## src/rtl/saph_types.sv

```systemverilog
// Shared pixel, colour and format-descriptor types for the saph render path.
package saph_types;

    localparam int unsigned SAPH_WORD_W = 32;
    localparam int unsigned SAPH_OFS_W  = 6;

    localparam logic [3:0]  SAPH_PIXTYPE_RGB  = 4'd0;
    localparam logic [3:0]  SAPH_PIXTYPE_ARGB = 4'd1;
    localparam logic [3:0]  SAPH_PIXTYPE_GREY = 4'd2;
    localparam logic [31:0] SAPH_ERROR_COLOR  = 32'hFFFF00FF;

    typedef struct packed {
        logic [4:0] pos;
        logic [2:0] width;
    } chfmt;

    typedef struct packed {
        logic [3:0] pixtype;
        logic [4:0] size;
        chfmt       a;
        chfmt       r;
        chfmt       g;
        chfmt       b;
    } pixfmt;

    typedef struct packed {
        logic [7:0] a;
        logic [7:0] r;
        logic [7:0] g;
        logic [7:0] b;
    } color;

    // Mask keeping the low p bits of a word, p in 1..32.
    function automatic logic [SAPH_WORD_W-1:0] saph_low_mask(input logic [SAPH_OFS_W-1:0] p);
        logic [SAPH_WORD_W:0] m;
        m = ((SAPH_WORD_W+1)'(1) << p) - (SAPH_WORD_W+1)'(1);
        return m[SAPH_WORD_W-1:0];
    endfunction

endpackage

```

## src/rtl/saph_chan_expand.sv

```systemverilog
// Extracts one channel field from a pixel and widens it to 8 bits by MSB-first replication.
module saph_chan_expand
    import saph_types::*;
(
    input  logic [SAPH_WORD_W-1:0] i_pixel,
    input  chfmt                   i_chfmt,
    output logic [7:0]             o_chan_c
);

    logic [7:0] w_field;
    logic [2:0] w_idx;

    // Positions past bit 31 shift in zeros; replication cycles through the field MSB-first.
    always_comb begin
        w_field  = 8'(i_pixel >> i_chfmt.pos);
        o_chan_c = '0;
        w_idx    = i_chfmt.width;
        for (int i = 7; i >= 0; i--) begin
            o_chan_c[i] = w_field[w_idx];
            w_idx       = (w_idx == 3'd0) ? i_chfmt.width : w_idx - 3'd1;
        end
    end

endmodule

```

## src/rtl/saph_pixel_unpack.sv

```systemverilog
// Unpacks 32-bit memory words into ARGB8888 pixels using a runtime pixfmt descriptor.
// Build option SAPH_PIXEL_UNPACK_OUTREG_EN adds a flop-driven skid output stage (latency 3).
module saph_pixel_unpack
    import saph_types::*;
(
    input  logic                   clk,
    input  logic                   rst,
    input  logic                   clear,
    input  pixfmt                  fmt,
    input  logic                   in_valid,
    output logic                   in_ready,
    input  logic [SAPH_WORD_W-1:0] in_word,
    input  logic                   in_last,
    output logic                   out_valid,
    input  logic                   out_ready,
    output color                   out_color,
    output logic                   out_last
);

    localparam logic [0:0] ST_EMPTY = 1'b0;
    localparam logic [0:0] ST_HOLD  = 1'b1;

    logic [0:0]             r_state, w_state_nxt;
    logic [SAPH_WORD_W-1:0] r_word,  w_word_nxt;
    pixfmt                  r_fmt,   w_fmt_nxt;
    logic                   r_last,  w_last_nxt;
    logic [SAPH_OFS_W-1:0]  r_ofs,   w_ofs_nxt;

    logic [SAPH_OFS_W-1:0]  w_psize;
    logic [SAPH_OFS_W:0]    w_end2;
    logic                   w_final;
    logic                   w_adv;
    logic                   w_in_xfer;
    logic                   w_dn_ready;
    logic                   w_load_ok;
    logic [SAPH_WORD_W-1:0] w_pixel;
    logic [7:0]             w_ch_a, w_ch_r, w_ch_g, w_ch_b;
    color                   w_color;

    logic                   r_p_valid;
    color                   r_p_color;
    logic                   r_p_last;

    // Word finishes when another whole pixel would not fit after the current one.
    always_comb begin
        w_psize   = SAPH_OFS_W'(r_fmt.size) + SAPH_OFS_W'(1);
        w_end2    = (SAPH_OFS_W+1)'(r_ofs) + (SAPH_OFS_W+1)'(w_psize) + (SAPH_OFS_W+1)'(w_psize);
        w_final   = w_end2 > (SAPH_OFS_W+1)'(SAPH_WORD_W);
        w_load_ok = !r_p_valid || w_dn_ready;
        w_adv     = (r_state == ST_HOLD) && w_load_ok;
        in_ready  = !rst && !clear && ((r_state == ST_EMPTY) || (w_adv && w_final));
        w_in_xfer = in_valid && in_ready;
        w_pixel   = (r_word >> r_ofs) & saph_low_mask(w_psize);
    end

    always_ff @(posedge clk or posedge rst) begin
        if (rst) begin
            r_state <= ST_EMPTY;
            r_word  <= '0;
            r_fmt   <= '0;
            r_last  <= 1'b0;
            r_ofs   <= '0;
        end else begin
            r_state <= w_state_nxt;
            r_word  <= w_word_nxt;
            r_fmt   <= w_fmt_nxt;
            r_last  <= w_last_nxt;
            r_ofs   <= w_ofs_nxt;
        end
    end

    always_comb begin
        w_state_nxt = r_state;
        w_word_nxt  = r_word;
        w_fmt_nxt   = r_fmt;
        w_last_nxt  = r_last;
        w_ofs_nxt   = r_ofs;
        if (clear) begin
            w_state_nxt = ST_EMPTY;
            w_ofs_nxt   = '0;
        end else if (w_in_xfer) begin
            w_state_nxt = ST_HOLD;
            w_word_nxt  = in_word;
            w_fmt_nxt   = fmt;
            w_last_nxt  = in_last;
            w_ofs_nxt   = '0;
        end else begin
            case (r_state)
                ST_HOLD: begin
                    if (w_adv) begin
                        if (w_final) begin
                            w_state_nxt = ST_EMPTY;
                            w_ofs_nxt   = '0;
                        end else begin
                            w_ofs_nxt = r_ofs + w_psize;
                        end
                    end
                end
                default: begin
                    w_state_nxt = ST_EMPTY;
                end
            endcase
        end
    end

    saph_chan_expand u_exp_a (.i_pixel(w_pixel), .i_chfmt(r_fmt.a), .o_chan_c(w_ch_a));
    saph_chan_expand u_exp_r (.i_pixel(w_pixel), .i_chfmt(r_fmt.r), .o_chan_c(w_ch_r));
    saph_chan_expand u_exp_g (.i_pixel(w_pixel), .i_chfmt(r_fmt.g), .o_chan_c(w_ch_g));
    saph_chan_expand u_exp_b (.i_pixel(w_pixel), .i_chfmt(r_fmt.b), .o_chan_c(w_ch_b));

    // Unknown categories render as error magenta so bad descriptors are visible on screen.
    always_comb begin
        w_color = SAPH_ERROR_COLOR;
        case (r_fmt.pixtype)
            SAPH_PIXTYPE_RGB:  w_color = {8'hFF, w_ch_r, w_ch_g, w_ch_b};
            SAPH_PIXTYPE_ARGB: w_color = {w_ch_a, w_ch_r, w_ch_g, w_ch_b};
            SAPH_PIXTYPE_GREY: w_color = {8'hFF, w_ch_r, w_ch_r, w_ch_r};
            default:           w_color = SAPH_ERROR_COLOR;
        endcase
    end

    always_ff @(posedge clk or posedge rst) begin
        if (rst) begin
            r_p_valid <= 1'b0;
            r_p_color <= '0;
            r_p_last  <= 1'b0;
        end else if (clear) begin
            r_p_valid <= 1'b0;
            r_p_last  <= 1'b0;
        end else if (w_load_ok) begin
            r_p_valid <= w_adv;
            if (w_adv) begin
                r_p_color <= w_color;
                r_p_last  <= r_last && w_final;
            end
        end
    end

`ifdef SAPH_PIXEL_UNPACK_OUTREG_EN
    logic r_o_valid;
    color r_o_color;
    logic r_o_last;
    logic r_sk_valid;
    color r_sk_color;
    logic r_sk_last;
    logic w_o_free;

    assign w_dn_ready = !r_sk_valid;
    assign w_o_free   = !r_o_valid || out_ready;

    // Skid slot catches the one pixel in flight when the consumer stalls.
    always_ff @(posedge clk or posedge rst) begin
        if (rst) begin
            r_o_valid  <= 1'b0;
            r_o_color  <= '0;
            r_o_last   <= 1'b0;
            r_sk_valid <= 1'b0;
            r_sk_color <= '0;
            r_sk_last  <= 1'b0;
        end else if (clear) begin
            r_o_valid  <= 1'b0;
            r_o_last   <= 1'b0;
            r_sk_valid <= 1'b0;
        end else if (w_o_free) begin
            if (r_sk_valid) begin
                r_o_valid  <= 1'b1;
                r_o_color  <= r_sk_color;
                r_o_last   <= r_sk_last;
                r_sk_valid <= 1'b0;
            end else begin
                r_o_valid <= r_p_valid;
                if (r_p_valid) begin
                    r_o_color <= r_p_color;
                    r_o_last  <= r_p_last;
                end
            end
        end else if (r_p_valid && !r_sk_valid) begin
            r_sk_valid <= 1'b1;
            r_sk_color <= r_p_color;
            r_sk_last  <= r_p_last;
        end
    end

    assign out_valid = r_o_valid;
    assign out_color = r_o_color;
    assign out_last  = r_o_last;
`else
    assign w_dn_ready = out_ready;
    assign out_valid  = r_p_valid;
    assign out_color  = r_p_color;
    assign out_last   = r_p_last;
`endif

endmodule

```

## config.mk

```make
export PLATFORM = sky130hd
export DESIGN_NAME = saph_pixel_unpack
export DESIGN_NICKNAME = d
export VERILOG_FILES = /design/src/rtl/saph_types.sv /design/src/rtl/saph_chan_expand.sv /design/src/rtl/saph_pixel_unpack.sv
export SDC_FILE = /design/constraint.sdc
export NUM_CORES = 1
export LEC_CHECK = 0
export BUFFER_PORTS_ARGS = -buffer_cell sky130_fd_sc_hd__buf_2
export CORE_MARGIN = 10
export CORE_UTILIZATION = 48
export CTS_CLUSTER_SIZE = 20
export DETAILED_ROUTE_END_ITERATION = 6
export HOLD_SLACK_MARGIN = 0.1
export PLACE_DENSITY = 0.71
export RECOVER_POWER = 50
export SETUP_SLACK_MARGIN = 0.05
export SLEW_MARGIN = 20
export SYNTH_ARGS = -nofsm -noshare
export SYNTH_HDL_FRONTEND = slang
export SYNTH_HIERARCHICAL = 1
export SYNTH_SLANG_ARGS = --single-unit
```

## constraint.sdc

```tcl
create_clock -name clk -period 15.2 [get_ports clk]
set_input_delay 1.52 -clock clk [delete_from_list [all_inputs] [get_ports clk]]
set_output_delay 1.52 -clock clk [all_outputs]
set_load 0.02 [all_outputs]
```

Word-level counts from Yosys, hierarchy flattened
Index checks and enable logic that the tools add are counted.

cells by class
  add/subtract/negate cells = 33
  order comparisons = 33
  equality and inequality tests = 2
  shift operators = 6
  mux-type cells = 108
  bitwise operators = 3
  reduce and logical (&&, ||, !) cells = 48

operators with widths
  cell                     number
  $lt A3 B4 Y1 const B     32
  $shr A32 B5 Y8           4
  $bmux W1 S3              32
  $pmux W32 S3             1
  $logic_not A3 Y1         28
  $mux W3                  28
  $sub A3 B1 Y3 const B    28
  $mux W1                  42
  $and A32 B32 Y32         1
  $shl A1 B6 Y32 const A   1
  $shr A32 B6 Y32          1
  $sub A32 B2 Y32 const B  1
  $mux W6                  5
  $add A6 B6 Y7            1
  $add A7 B6 Y7            1
  $gt A7 B6 Y1 const B     1
  $add A5 B1 Y6 const B    1
  $add A6 B6 Y6            1
  $logic_and A1 B1 Y1      6
  $reduce_and A2 Y1        3
  $reduce_bool A3 Y1       2
  $eq A4 B1 Y1 const B     1
  $eq A4 B2 Y1 const B     1
  $logic_not A4 Y1         1
  other kinds (5)          10

word-level totals
  bits in registers = 115
  input bits = 79
  output and inout port bits = 35
  word-level logic and storage cells = 253

Logic depth before layout (Yosys ltp)
Gate-level depths: netlist (run 1).

  depth in word-level cells = 17
  gate-level depth with buffers = 28
  gate-level depth less buffers = 28

Modules after synthesis
The synthesis (run 1) kept the hierarchy.

by module, submodules not included
  module             times used  cells each  area an instance (µm²)  sequential area each (µm²)
  saph_chan_expand   4           296         2791.4                  0.0
  saph_pixel_unpack  1           802         8049.0                  2877.8

Worst setup path before layout (run 1)
Ideal clock, no wire load.

  kind = register -> register
  start = reg r_fmt[32] (netlist bit)
  end = reg r_p_color, in the netlist out_color[15]
  library setup time = 78 ps
  arrival = 6232 ps
  required time = 15122 ps
  path slack = 8890 ps
  cell stages (with the launch flop) = 17
  buffers on the path = 3
  period minus slack after synthesis = 6310 ps
  path through = dfrtp_1 > buf_4 > inv_1 > ha_1 > clkbuf_1 > nor3_1 > nand2b_1 > clkbuf_1 > a2111oi_0 > mux4_2 > a22oi_1 > a22oi_1 > nor2_1 > mux4_2 > mux2i_1 > a22oi_1 > a21oi_1

between the ends
  longest elaborated chain between the ends = 8
  elaborated cells between the ends (all ways) = 11
  those cells by class = add/sub (2); shift (3); mux (5); bitwise (1)

ends and longest elaborated chain
  element                        RTL line                  source
  start, declared                saph_pixel_unpack.sv:25   pixfmt r_fmt, w_fmt_nxt;
  start signal, assigned         saph_pixel_unpack.sv:66   r_fmt <= w_fmt_nxt;
  $add A5 B1 Y6                  saph_pixel_unpack.sv:46   w_psize = SAPH_OFS_W'(r_fmt.size) + SAPH_OFS_W'(1);
  $shl A1 B6 Y32                 saph_types.sv:36          m = ((SAPH_WORD_W+1)'(1) << p) - (SAPH_WORD_W+1)'(1);
  $sub A32 B2 Y32                saph_types.sv:36
  $and A32 B32 Y32               saph_pixel_unpack.sv:53   w_pixel = (r_word >> r_ofs) & saph_low_mask(w_psize);
  via w_pixel[9]                 saph_pixel_unpack.sv:36   logic [SAPH_WORD_W-1:0] w_pixel;
  $shr A32 B5 Y8                 saph_chan_expand.sv:15    w_field = 8'(i_pixel >> i_chfmt.pos);
  $bmux W1 S3                    saph_chan_expand.sv:19    o_chan_c[i] = w_field[w_idx];
  $mux W1 (not written as such)  saph_chan_expand.sv:19
  via w_ch_r[7]                  saph_pixel_unpack.sv:37   logic [7:0] w_ch_a, w_ch_r, w_ch_g, w_ch_b;
  $pmux W32 S3                   saph_pixel_unpack.sv:114  case (r_fmt.pixtype)
  end signal, assigned           saph_pixel_unpack.sv:133  r_p_color <= w_color;
  end, declared                  saph_pixel_unpack.sv:41   color r_p_color;

The timed path passes the listed nets, and every way through them passes these cells. The select of a mux whose other input is x is not followed.
A chain may end at the register's enable or synchronous reset.

Final worst setup path (run 1)
  start = reg r_fmt[0] (netlist bit)
  end = reg r_p_color, in the netlist out_color[0]

between the ends
  longest elaborated chain between the ends = 17
  elaborated cells between the ends (all ways) = 24
  those cells by class = add/sub (7); mux (10); reduce/logical (7)

ends and longest elaborated chain
  element                                            RTL line                  source
  $sub A3 B1 Y3 or $logic_not A3 Y1 (tied branches)  saph_chan_expand.sv:20    w_idx = (w_idx == 3'd0) ? i_chfmt.width : w_idx - 3'd1;
  $mux W3                                            saph_chan_expand.sv:20
  $sub A3 B1 Y3 or $logic_not A3 Y1 (tied branches)  saph_chan_expand.sv:20
  $mux W3                                            saph_chan_expand.sv:20
  $sub A3 B1 Y3 or $logic_not A3 Y1 (tied branches)  saph_chan_expand.sv:20
  $mux W3                                            saph_chan_expand.sv:20
  $sub A3 B1 Y3 or $logic_not A3 Y1 (tied branches)  saph_chan_expand.sv:20
  $mux W3                                            saph_chan_expand.sv:20
  [2 not listed]                                     n/a
  $sub A3 B1 Y3 or $logic_not A3 Y1 (tied branches)  saph_chan_expand.sv:20
  $mux W3                                            saph_chan_expand.sv:20
  $sub A3 B1 Y3 or $logic_not A3 Y1 (tied branches)  saph_chan_expand.sv:20
  $mux W3 (*)                                        saph_chan_expand.sv:20
  $bmux W1 S3 (*)                                    saph_chan_expand.sv:19
  $mux W1 (not written as such) (*)                  saph_chan_expand.sv:19
  via w_ch_b[0]                                      saph_pixel_unpack.sv:37
  $pmux W32 S3 (*)                                   saph_pixel_unpack.sv:114

The timed path passes the listed nets; every way through them passes the cells marked *. The select of a mux whose other input is x is not followed.

==> run metrics, run 1 <==
Hold-fix buffers, CTS 0; post-synthesis simple-gate area fraction 16.41%; Slowest cell on crit path dfrtp_1; adder-cell share of the synthesized area 3.399%; area delta synth->final 7.912%; Post-DRT Antenna Nets 0; leakage 8.189 nW; RSZ-0062 raised after global routing false; Mapped Area ~0.019 mm²; Critical Path RT 15.49 ns; Syn. warnings 6; CP most frequent cell ha_1; Post-CTS Setup Bufs 0; Final Critical Period between 7 and 8 ns; Worst Hold Class register to register; failing checks design-rule violations, max-capacitance violations, max-slew violations; via count 17,760; fin crit share a little under half; setup tns final 0 ns; Yosys reg bits 115; FFs w/ async S/R, synth 100.0%; DIE AREA 0.04843 mm²; DR iter-0 viols 2,410; critical path type register to register; clk sinks 115; initial core utilization 48.47%; post-synthesis sequential area ratio 14.98%; post-layout utilization of the core 52.31%; vias per cell 6.911; Synth Area in Compound Gates 17.16%; crit-path max FO 16; flop2flop setup slack 8.07 ns; global route overflow 0; CTS tree yes; CP peak stage delay 0.72 ns; critical path endpoint category register; Post-synth EDFFs 0; CTS-repair resized insts 0; placement-stage cell area about 0.020 mm²; max-cap violations 2; Slew Viols, Final 119; Max Clk Rate 0.1403 GHz; Routability Congestion roughly 0.94; CP arrival roughly 7.4 ns; vias in the first global route between 15,000 and 20,000; Post-Synth XOR/XNOR Area 2.370%; startpoint types register; WL per Instance roughly 23 µm; dominant synthesized flop cell dfrtp_1; largest net degree at the start of global routing 61; syn nets 2,116; number of port buffers 113; die width roughly 220 µm; fillers 3,603; commonest cells after routing, fill and taps aside nand2_1 (204), mux4_2 (161), mux2i_1 (148); drc violations 1; Yosys cell types 90; synthesized netlist cell count 1,986; Worst Tran Pin Value around 3.4 ns; most common cell after layout, fill and taps aside nand2_1; final setup vio count 0; die height 220.1 µm; Root Buffer clkbuf_16; outcome finished with violations; Ant. Diodes 0; post-synthesis average cell area 9.675 µm²; mux share of post-synthesis cell area 40.06%; largest family of logic cells by synthesized area multiplexers; final instance area 0.02073 mm²; sequential standard cell area 0.002884 mm²; initial antenna violation count 0; fin nets 2,161; hpwl dp 39.84 mm; area of the multi-input gates 0.01542 mm²; total power roughly 0.0053 W; GR Util All Layers between 20% and 30%; I/O pins roughly 110; H-tree Lvls 4; final hold vios 0; Rows 73; drt total wl 59.48 mm; skew final 0.007964 ns; Clock Latency Late Sink 0.46 ns; PD cells around 260 mW/mm²; Placeable Area 0.03964 mm²; Slew headroom -127.7%; maximum vdd drop a little under 100 µV; Worst-path clk slew 0.06 ns; global-route wire length before repair 94.61 mm; Num CTS Buffers 17; clock buffer depth 2; share of post-route cells with drive strength above 1 between 20 and 30%; DR pass1 iterations 7
power by group:
part           internal, W  switching [W]
Sequential        0.000394       0.000136
Clock             0.000275       0.000170
Combinational      0.00192        0.00240
Total              0.00259        0.00271
layer usage:
metal  vias up  routed length [µm]  track usage (%)
met4         0                1895            10.20
met1      8654               24070            31.87
li1       7866                   -                -
met2      1100               27890            38.60
met5         -                   0                0
met3       135                5620            4.210
critical path, delay by kind of cell (launching register included):
family          cells  cell delay [ns]
mux                 2             0.59
simple gates        9             1.82
buf+inv             2             0.54
flops               1             0.72
xor+xnor            2             0.33
compound gates      8             1.54
fa+ha+maj           5             1.40
state kept, by name, indices dropped and copies added (netlist names):
| register | cells |
|---|---|
| r_fmt | 41 |
| out_color | 32 |
| r_word | 32 |
| r_ofs | 6 |
| out_last | 1 |
| out_valid | 1 |
| r_last | 1 |
| r_state | 1 |
worst paths after layout:
check,depth (start not counted),to,start
worst min-delay path,1,out_color[23]$_DFFE_PP0P_,out_color[23]$_DFFE_PP0P_
max in group asynchronous,3,r_fmt[11]$_DFFE_PP0P_,rst
worst max register to register,28,out_color[0]$_DFFE_PP0P_,r_fmt[0]$_DFFE_PP0P_
min in group asynchronous,2,out_valid$_DFFE_PP0P_,rst
worst max-delay path,28,out_color[0]$_DFFE_PP0P_,r_fmt[0]$_DFFE_PP0P_
worst min register to register,1,out_color[23]$_DFFE_PP0P_,out_color[23]$_DFFE_PP0P_
synth_stat cells (11+ instances only):
| cell | count | share of area [%] |
|---|---|---|
| a211oi_1 | 20 | 0.78 |
| a21oi_1 | 105 | 2.7 |
| a221oi_1 | 12 | 0.55 |
| a22oi_1 | 36 | 1.4 |
| a31oi_1 | 30 | 0.98 |
| buf_1 | 12 | 0.23 |
| buf_2 | 47 | 1.2 |
| buf_4 | 11 | 0.43 |
| buf_6 | 32 | 1.9 |
| clkbuf_1 | 42 | 0.82 |
| clkinv_1 | 13 | 0.25 |
| dfrtp_1 | 115 | 15 |
| ha_1 | 49 | 3.2 |
| inv_1 | 35 | 0.68 |
| mux2_2 | 70 | 4.1 |
| mux2_4 | 64 | 5.0 |
| mux2i_1 | 148 | 7.7 |
| mux4_1 | 32 | 4.4 |
| mux4_2 | 161 | 19 |
| nand2_1 | 204 | 4.0 |
| nand2b_1 | 31 | 1.0 |
| nand3_1 | 55 | 1.4 |
| nand3b_1 | 29 | 1.1 |
| nor2_1 | 125 | 2.4 |
| nor2b_1 | 38 | 1.2 |
| nor3_1 | 63 | 1.6 |
| nor3b_1 | 16 | 0.63 |
| o21a_1 | 14 | 0.55 |
| o21ai_0 | 66 | 1.7 |
| o22a_1 | 16 | 0.73 |
| o22ai_1 | 20 | 0.65 |
| or2_2 | 19 | 0.62 |
| or3_1 | 15 | 0.49 |
| xnor2_1 | 38 | 1.7 |
| xor2_1 | 14 | 0.64 |
final cells by class:
type / count / share of cell area (%)
Inverter: 49 / 0.8931
Tap cell: 525 / 3.168
Clock buffer: 17 / 2.052
Clock inverter: 15 / 0.9896
Timing Repair Buffer: 171 / 4.634
Multi-Input combinational cell: 1677 / 74.35
Sequential cell: 115 / 13.91
cell families after synthesis:
| kind of cell | after synthesis |
|---|---|
| compound gates | 459 |
| xor+xnor | 52 |
| fa+ha+maj | 51 |
| buf+inv | 194 |
| flops | 115 |
| mux | 475 |
| simple gates | 640 |
per-stage QoR:
stage / worst slack [ns] / std cells / hold WS [ns]
after floorplan: 8.890 / 1986 / 0.4738
after global placement: 8.436 / 2536 / 0.4852
after detailed placement: 8.240 / 2536 / 0.4966
after CTS: 8.176 / 2568 / 0.5110
after global routing: 7.500 / 2569 / 0.5310
final: 8.074 / 2569 / 0.5067
Power figures use the tool's default switching activity.
==> inputs of run 2 (changes only) <==
==> constraint.sdc (replaced) <==
create_clock -name clk -period 7.2 [get_ports clk]
set_input_delay 0.72 -clock clk [delete_from_list [all_inputs] [get_ports clk]]
set_output_delay 0.72 -clock clk [all_outputs]
set_load 0.02 [all_outputs]
==> run metrics, run 2 (synthesized netlist as in run 1, its figures left out) <==
critical path type register to register; largest net degree at the start of global routing 61 (unchanged); hpwl dp 41.19 mm (+3.4%); failing checks design-rule violations, max-capacitance violations, max-slew violations; global route hottest layer met2; Max Clk Rate 0.1502 GHz (+7.0%); DR pass1 iterations 7 (unchanged); met1 global-route usage 32.51% (+0.64 points); H-tree Lvls 4 (unchanged); Pint 0.005583 W (+120%); Rows 73 (unchanged); total power 0.01137 W (+110%); skew final 0.01382 ns (+0.005852 ns); Switch Pwr 0.005784 W (+110%); Sw Ratio 50.89% (-0.27 points); global-route met2 utilization 39.20% (+0.60 points); drc violations 16 (+15); setup tns final 0 ns (unchanged); global route overflow 0 (unchanged); final setup vio count 0 (unchanged); DR iter-0 viols 2,633 (+9.3%); CP peak stage delay 0.57 ns (-0.15 ns); number of port buffers 113 (unchanged); Placeable Area 0.03964 mm² (unchanged); Critical Path RT 7.52 ns (-7.97 ns); clock power share 8.7% (+0.3 points); startpoint types register; min setup slack post-route 0.5421 ns (-7.531 ns); Ant. Diodes 0 (unchanged); outcome finished with violations; Logic pwr share 81.5% (about the same); max-cap violations 2 (unchanged); Final Critical Period 6.658 ns (-0.4686 ns); Most flops, register r_fmt; Worst-path clk slew 0.07 ns (about the same); PD cells 544.2 mW/mm² (+110%); commonest cells after routing, fill and taps aside nand2_1 (204), mux4_2 (161), mux2i_1 (148); maximum vdd drop 213.3 µV (+120%); Post-Place Setup Slack 0.5391 ns (-7.701 ns); fin crit share 92.47% (+46 points); die height 220.1 µm (unchanged); most common cell after layout, fill and taps aside nand2_1; register share of total power 9.8% (-0.2 points); Routability Congestion 0.9557 (+1.4%); area delta synth->final 8.713%; Post-DRT Antenna Nets 0 (unchanged); drt total wl 60.81 mm (+2.2%); Root Buffer clkbuf_16; vias in the first global route 17,300 (+1.3%); initial antenna violation count 0 (unchanged); global-route wire length before repair 96.63 mm (+2.1%); critical path endpoint category register; max FFs per register 41 (unchanged); Num CTS Buffers 17 (unchanged); met3 GRT Util 4.470% (+0.26 points); via count 17,920 (+0.91%); post-layout utilization of the core 52.70% (+0.39 points); Worst Tran Pin Value 3.571 ns (+0.1552 ns); CTS tree yes; clk sinks 115 (unchanged); CP most frequent cell ha_1; GR Util All Layers 24.79% (+0.59 points); WL per Instance 23.55 µm (+1.7%); CP arrival 6.97 ns (-0.45 ns); vias per cell 6.939 (+0.40%); die width 220.1 µm (unchanged); Slowest cell on crit path dfrtp_1; final hold vios 0 (unchanged); clock buffer depth 2 (unchanged); initial core utilization 48.47% (unchanged); crit-path max FO 10 (-6); Slew Viols, Final 119 (unchanged); DIE AREA 0.04843 mm² (unchanged); Fin Hold WS 0.4777 ns (-0.02906 ns); I/O pins 114 (unchanged); share of post-route cells with drive strength above 1 28.10% (+0.90 points); fin nets 2,174 (+0.60%); leakage 8.266 nW (+0.95%); Clock Latency Late Sink 0.47 ns (about the same); Worst Hold Class primary input to register; Slew headroom -138.1% (-10 points)
==> run 2: path summary, 6_finish.rpt <==
path,cells after the start,slack (ns),endpoint,start
setup / recovery,28,0.54,out_color[0]$_DFFE_PP0P_,r_fmt[1]$_DFFE_PP0P_
hold / removal,2,0.48,r_fmt[18]$_DFFE_PP0P_,fmt[18]
setup reg to reg,28,0.54,out_color[0]$_DFFE_PP0P_,r_fmt[1]$_DFFE_PP0P_
hold reg to reg,1,0.50,r_fmt[21]$_DFFE_PP0P_,r_fmt[21]$_DFFE_PP0P_
max in group asynchronous,3,1.66,r_fmt[11]$_DFFE_PP0P_,rst
min in group asynchronous,2,0.98,out_valid$_DFFE_PP0P_,rst
==> run 2: stage by stage <==
stage / area [µm²] / instances
finish: 20890 / 2582
global route: 20890 / 2582
global placement: 20240 / 2550
floorplan: 19210 / 1986
CTS: 20910 / 2582
detailed placement: 20240 / 2550
==> run 2: worst max-delay path: cells and delay by family (launching register included) <==
kind / cells / cell delay [ns]
xor gates and xnor gates: 2 / 0.33
AOI/OAI and AO/OA: 8 / 1.38
and+or+nand+nor: 9 / 1.85
adders and majority gates: 5 / 1.33
buffers and inverters: 2 / 0.46
DFF: 1 / 0.57
muxes: 2 / 0.60
==> run 2: cell type report <==
cell class                      count  area (µm²)
Fill cell                        3599       18750
Multi-Input combinational cell   1677       15430
Sequential cell                   115        2885
Timing Repair Buffer              184        1051
Tap cell                          525       656.9
Clock buffer                       20       466.7
Clock inverter                     12       200.2
Inverter                           49       196.4
==> run 2: power by group through the flow <==
stage	clock network, W	registers, W	logic [W]
4_1_cts	0.00101	0.00111	0.00904
5_1_grt	0.00103	0.00116	0.00984
3_3_place_gp	0	0.00111	0.00878
2_1_floorplan	0	0.00108	0.00677
3_5_place_dp	0	0.00112	0.00900
6_report	0.000991	0.00112	0.00926
==> run 2: per-layer routing <==
metal  part of all wire, %  wire (µm)
met1                    40      24290
met2                    46      28100
met3                   9.5       5793
met4                   4.3       2623
met5                     0          0
==> run 2: what timing repair did <==
item | in CTS | in global routing
setup buffers | 0 | 0
setup endpoints to repair | 0 | 4
hold buffers | 0 | 0
hold endpoints to repair | 0 | 0
gates resized for setup | 0 | 6
==> inputs of run 3 (changes only) <==
--- a/config.mk
+++ b/config.mk
@@ -5,6 +5,7 @@
 export SDC_FILE = /design/constraint.sdc
 export NUM_CORES = 1
 export LEC_CHECK = 0
+export ABC_AREA = 1
 export BUFFER_PORTS_ARGS = -buffer_cell sky130_fd_sc_hd__buf_2
 export CORE_MARGIN = 10
 export CORE_UTILIZATION = 48
==> run metrics, run 3 <==
outcome finished with violations; failing checks max-capacitance violations, max-slew violations; startpoint types register; global route overflow 0 (unchanged); Ant. Diodes 0 (unchanged); vias in the first global route 18,800 (+8.7%); min setup slack post-route 1.807 ns (+1.265 ns); Placed Cells incl. Taps 3,767 (+48%); GR Util All Layers 26.05% (+1.3 points); CTS tree yes; Max Clk Rate 0.1854 GHz (+23%); synthesized netlist cell count 3,305 (+66%); setup tns final 0 ns (unchanged); WL per Instance 15.78 µm (-33%); max FFs per register 41 (unchanged); area of the multi-input gates 0.01338 mm² (-13%); clk sinks 115 (unchanged); final setup vio count 0 (unchanged); fin cells 3,800 (+47%); Min-Delay Endpoint out_valid$_DFFE_PP0P_; PD cells 397.4 mW/mm² (-27%); sequential standard cell area 0.002878 mm² (-0.26%); Root Buffer clkbuf_16; drt total wl 59.96 mm (-1.4%); DIE AREA 0.04522 mm² (-6.6%); RR Startpoint r_fmt[17]$_DFFE_PP0P_; final hold vios 0 (unchanged); maximum vdd drop 198.8 µV (-6.8%); R2R depth 34 (+21%); most common cell after layout, fill and taps aside nand2_1; flop2flop setup slack 1.81 ns (+1.26 ns); Hold-fix buffers, CTS 0 (unchanged); Yosys reg bits 115 (unchanged); FFs w/ async S/R, synth 100.0% (unchanged); CP peak stage delay 0.54 ns (-0.03 ns); Num CTS Buffers 17 (unchanged); total power 0.007548 W (-34%); WHS Path Cells 2 (unchanged); Placeable Area 0.03661 mm² (-7.6%); crit path buf inv count 6 (+4); post-synth top area share 28.68% (+9.8 points); Mapped Area 0.01781 mm² (-7.3%); DR iter-0 viols 2,577 (-2.1%); Most flops, register r_fmt; Post-Place Setup Slack 1.947 ns (+1.408 ns); dominant cell type by area after synthesis nand2_1; top-count cell post-synth nand2_1; max-cap violations 2 (unchanged); global-route wire length before repair 96.75 mm (+0.12%); Yosys cell types 49 (-46%); I/O pins 114 (unchanged); clock buffer depth 2 (unchanged); most frequent cells after synthesis nand2_1 (1,361), nand3_1 (413), nor2_1 (270), inv_1 (174), o21ai_0 (146); skew final 0.02213 ns (+0.008316 ns); post-synthesis average cell area 5.390 µm² (-44%); Post-synth EDFFs 0 (unchanged); Final Critical Period 5.393 ns (-1.265 ns); CP most frequent cell nand2_1; Fin Hold WS 0.4615 ns (-0.01614 ns); CTS-repair resized insts 0 (unchanged); Post-CTS Setup Bufs 0 (unchanged); leakage 9.965 nW (+21%); DR pass1 iterations 6 (-1); Worst Hold Class primary input to register; Worst-path clk slew 0.07 ns (about the same); RSZ-0062 raised after global routing false; crit-path leading delay family simple AND/OR/NAND/NOR gates; Rows 70 (-4.1%); area delta synth->final 6.623%; initial antenna violation count 0 (unchanged); critical path type register to register; Slew headroom -122.8% (+15 points); syn nets 3,435 (+62%); fillers 3,970 (+10%); dominant synthesized flop cell dfrtp_1; die width 212.6 µm (-3.4%); vias per cell 5.628 (-19%); drc violations 0 (-16); fin nets 3,449 (+59%); via count 21,390 (+19%); share of post-route cells with drive strength above 1 9.484% (-19 points); H-tree Lvls 4 (unchanged); post-synthesis sequential area ratio 16.16% (+1.2 points); Worst Tran Pin Value 3.341 ns (-0.2296 ns); initial core utilization 48.66% (+0.18 points); crit path from r_fmt[17]$_DFFE_PP0P_; Critical Path RT 7.58 ns (+0.06 ns); hold_sp clear; Slowest cell on crit path dfrtp_1; hpwl dp 43.73 mm (+6.2%); Post-DRT Antenna Nets 0 (unchanged); ranking of synthesized cells by area nand2_1 (29%), dfrtp_1 (16%), nand3_1 (12%), nor2_1 (5.7%), o21ai_0 (4.1%); commonest cells after routing, fill and taps aside nand2_1 (1,361), nand3_1 (413), nor2_1 (269); CP arrival 5.77 ns (-1.20 ns); Routability Congestion 1.039 (+8.7%); critical path endpoint category register; Slew Viols, Final 118 (-0.84%); Clock Latency Late Sink 0.46 ns (about the same); largest net degree at the start of global routing 82 (+34%); die height 212.6 µm (-3.4%); crit-path max FO 9 (-1); number of port buffers 113 (unchanged); fin crit share 74.91% (-18 points); Syn. warnings 6 (unchanged); terminus of the critical flop-to-flop path out_color[8]$_DFFE_PP0P_
==> run 3: changes by cell type in the layout (fill, tap and decap cells not counted), sizes merged, moves of 146 or more <==
| cell | before | now |
|---|---|---|
| nor2 | 125 | 293 |
| nand2 | 205 | 1407 |
| mux2i | 148 | 2 |
| o21ai | 73 | 258 |
| nand3 | 56 | 443 |
| inv | 36 | 229 |
| mux4 | 193 | 0 |
==> run 3: worst max path at each step <==
| stage | depth (start not counted) | slack [ns] | endpoint |
|---|---|---|---|
| CTS | 34 | 1.93 | out_color[8]$_DFFE_PP0P_ |
| global placement | 30 | 2.15 | out_color[15]$_DFFE_PP0P_ |
| floorplan | 36 | 2.72 | out_color[8]$_DFFE_PP0P_ |
| finish | 34 | 1.81 | out_color[8]$_DFFE_PP0P_ |
| detailed placement | 31 | 1.95 | out_color[8]$_DFFE_PP0P_ |
| global route | 34 | 1.26 | out_color[8]$_DFFE_PP0P_ |
==> run 3: power by group <==
group | switching (W) | leakage [nW] | total, W | internal [W]
Sequential | 0.000222 | 1.42 | 0.00102 | 0.000799
Combinational | 0.00382 | 8.25 | 0.00562 | 0.00180
Clock | 0.000384 | 0.292 | 0.000905 | 0.000521
==> run 3: kinds of logic after synthesis <==
group / synth area share, %
compound gates: 13.89
xor+xnor: 0.7867
flops: 16.16
simple gates: 56.56
buf+inv: 8.829
mux: 0.1124
fa+ha+maj: 3.667
==> run 3: cell type report <==
type	count	area share (%)
sequential	115	15.15
clock inverter	14	0.8827
tap	468	3.083
inverter	235	4.651
timing repair buffer	131	3.524
multi-input combinational	2819	70.45
clock buffer	18	2.260
==> run 3: worst register-to-register path: cells and delay by family, from the launching register on <==
family	cells	cell delay (ns)
AOI/OAI and AO/OA	4	0.76
buffers and inverters	6	0.72
DFF	1	0.54
and+or+nand+nor	19	2.03
adders and majority gates	5	1.26
==> run 3: layer usage <==
layer  up-vias  part of all wire (%)  GRT usage [%]  wire length (µm)
li1      10770                     -              -                 -
met1      9527                    45          35.26             27010
met2       953                    43          40.63             25690
met3       139                   8.1          3.667              4881
met4         0                   4.0          10.86              2382
met5         -                     0              0                 0
==> run 3: through the flow <==
stage / utilization (%) / cell area [µm²]
CTS: 51.95 / 19020
global placement: 50.32 / 18420
finish: 51.88 / 18990
floorplan: - / 17810
detailed placement: 50.32 / 18420
global route: 51.88 / 18990
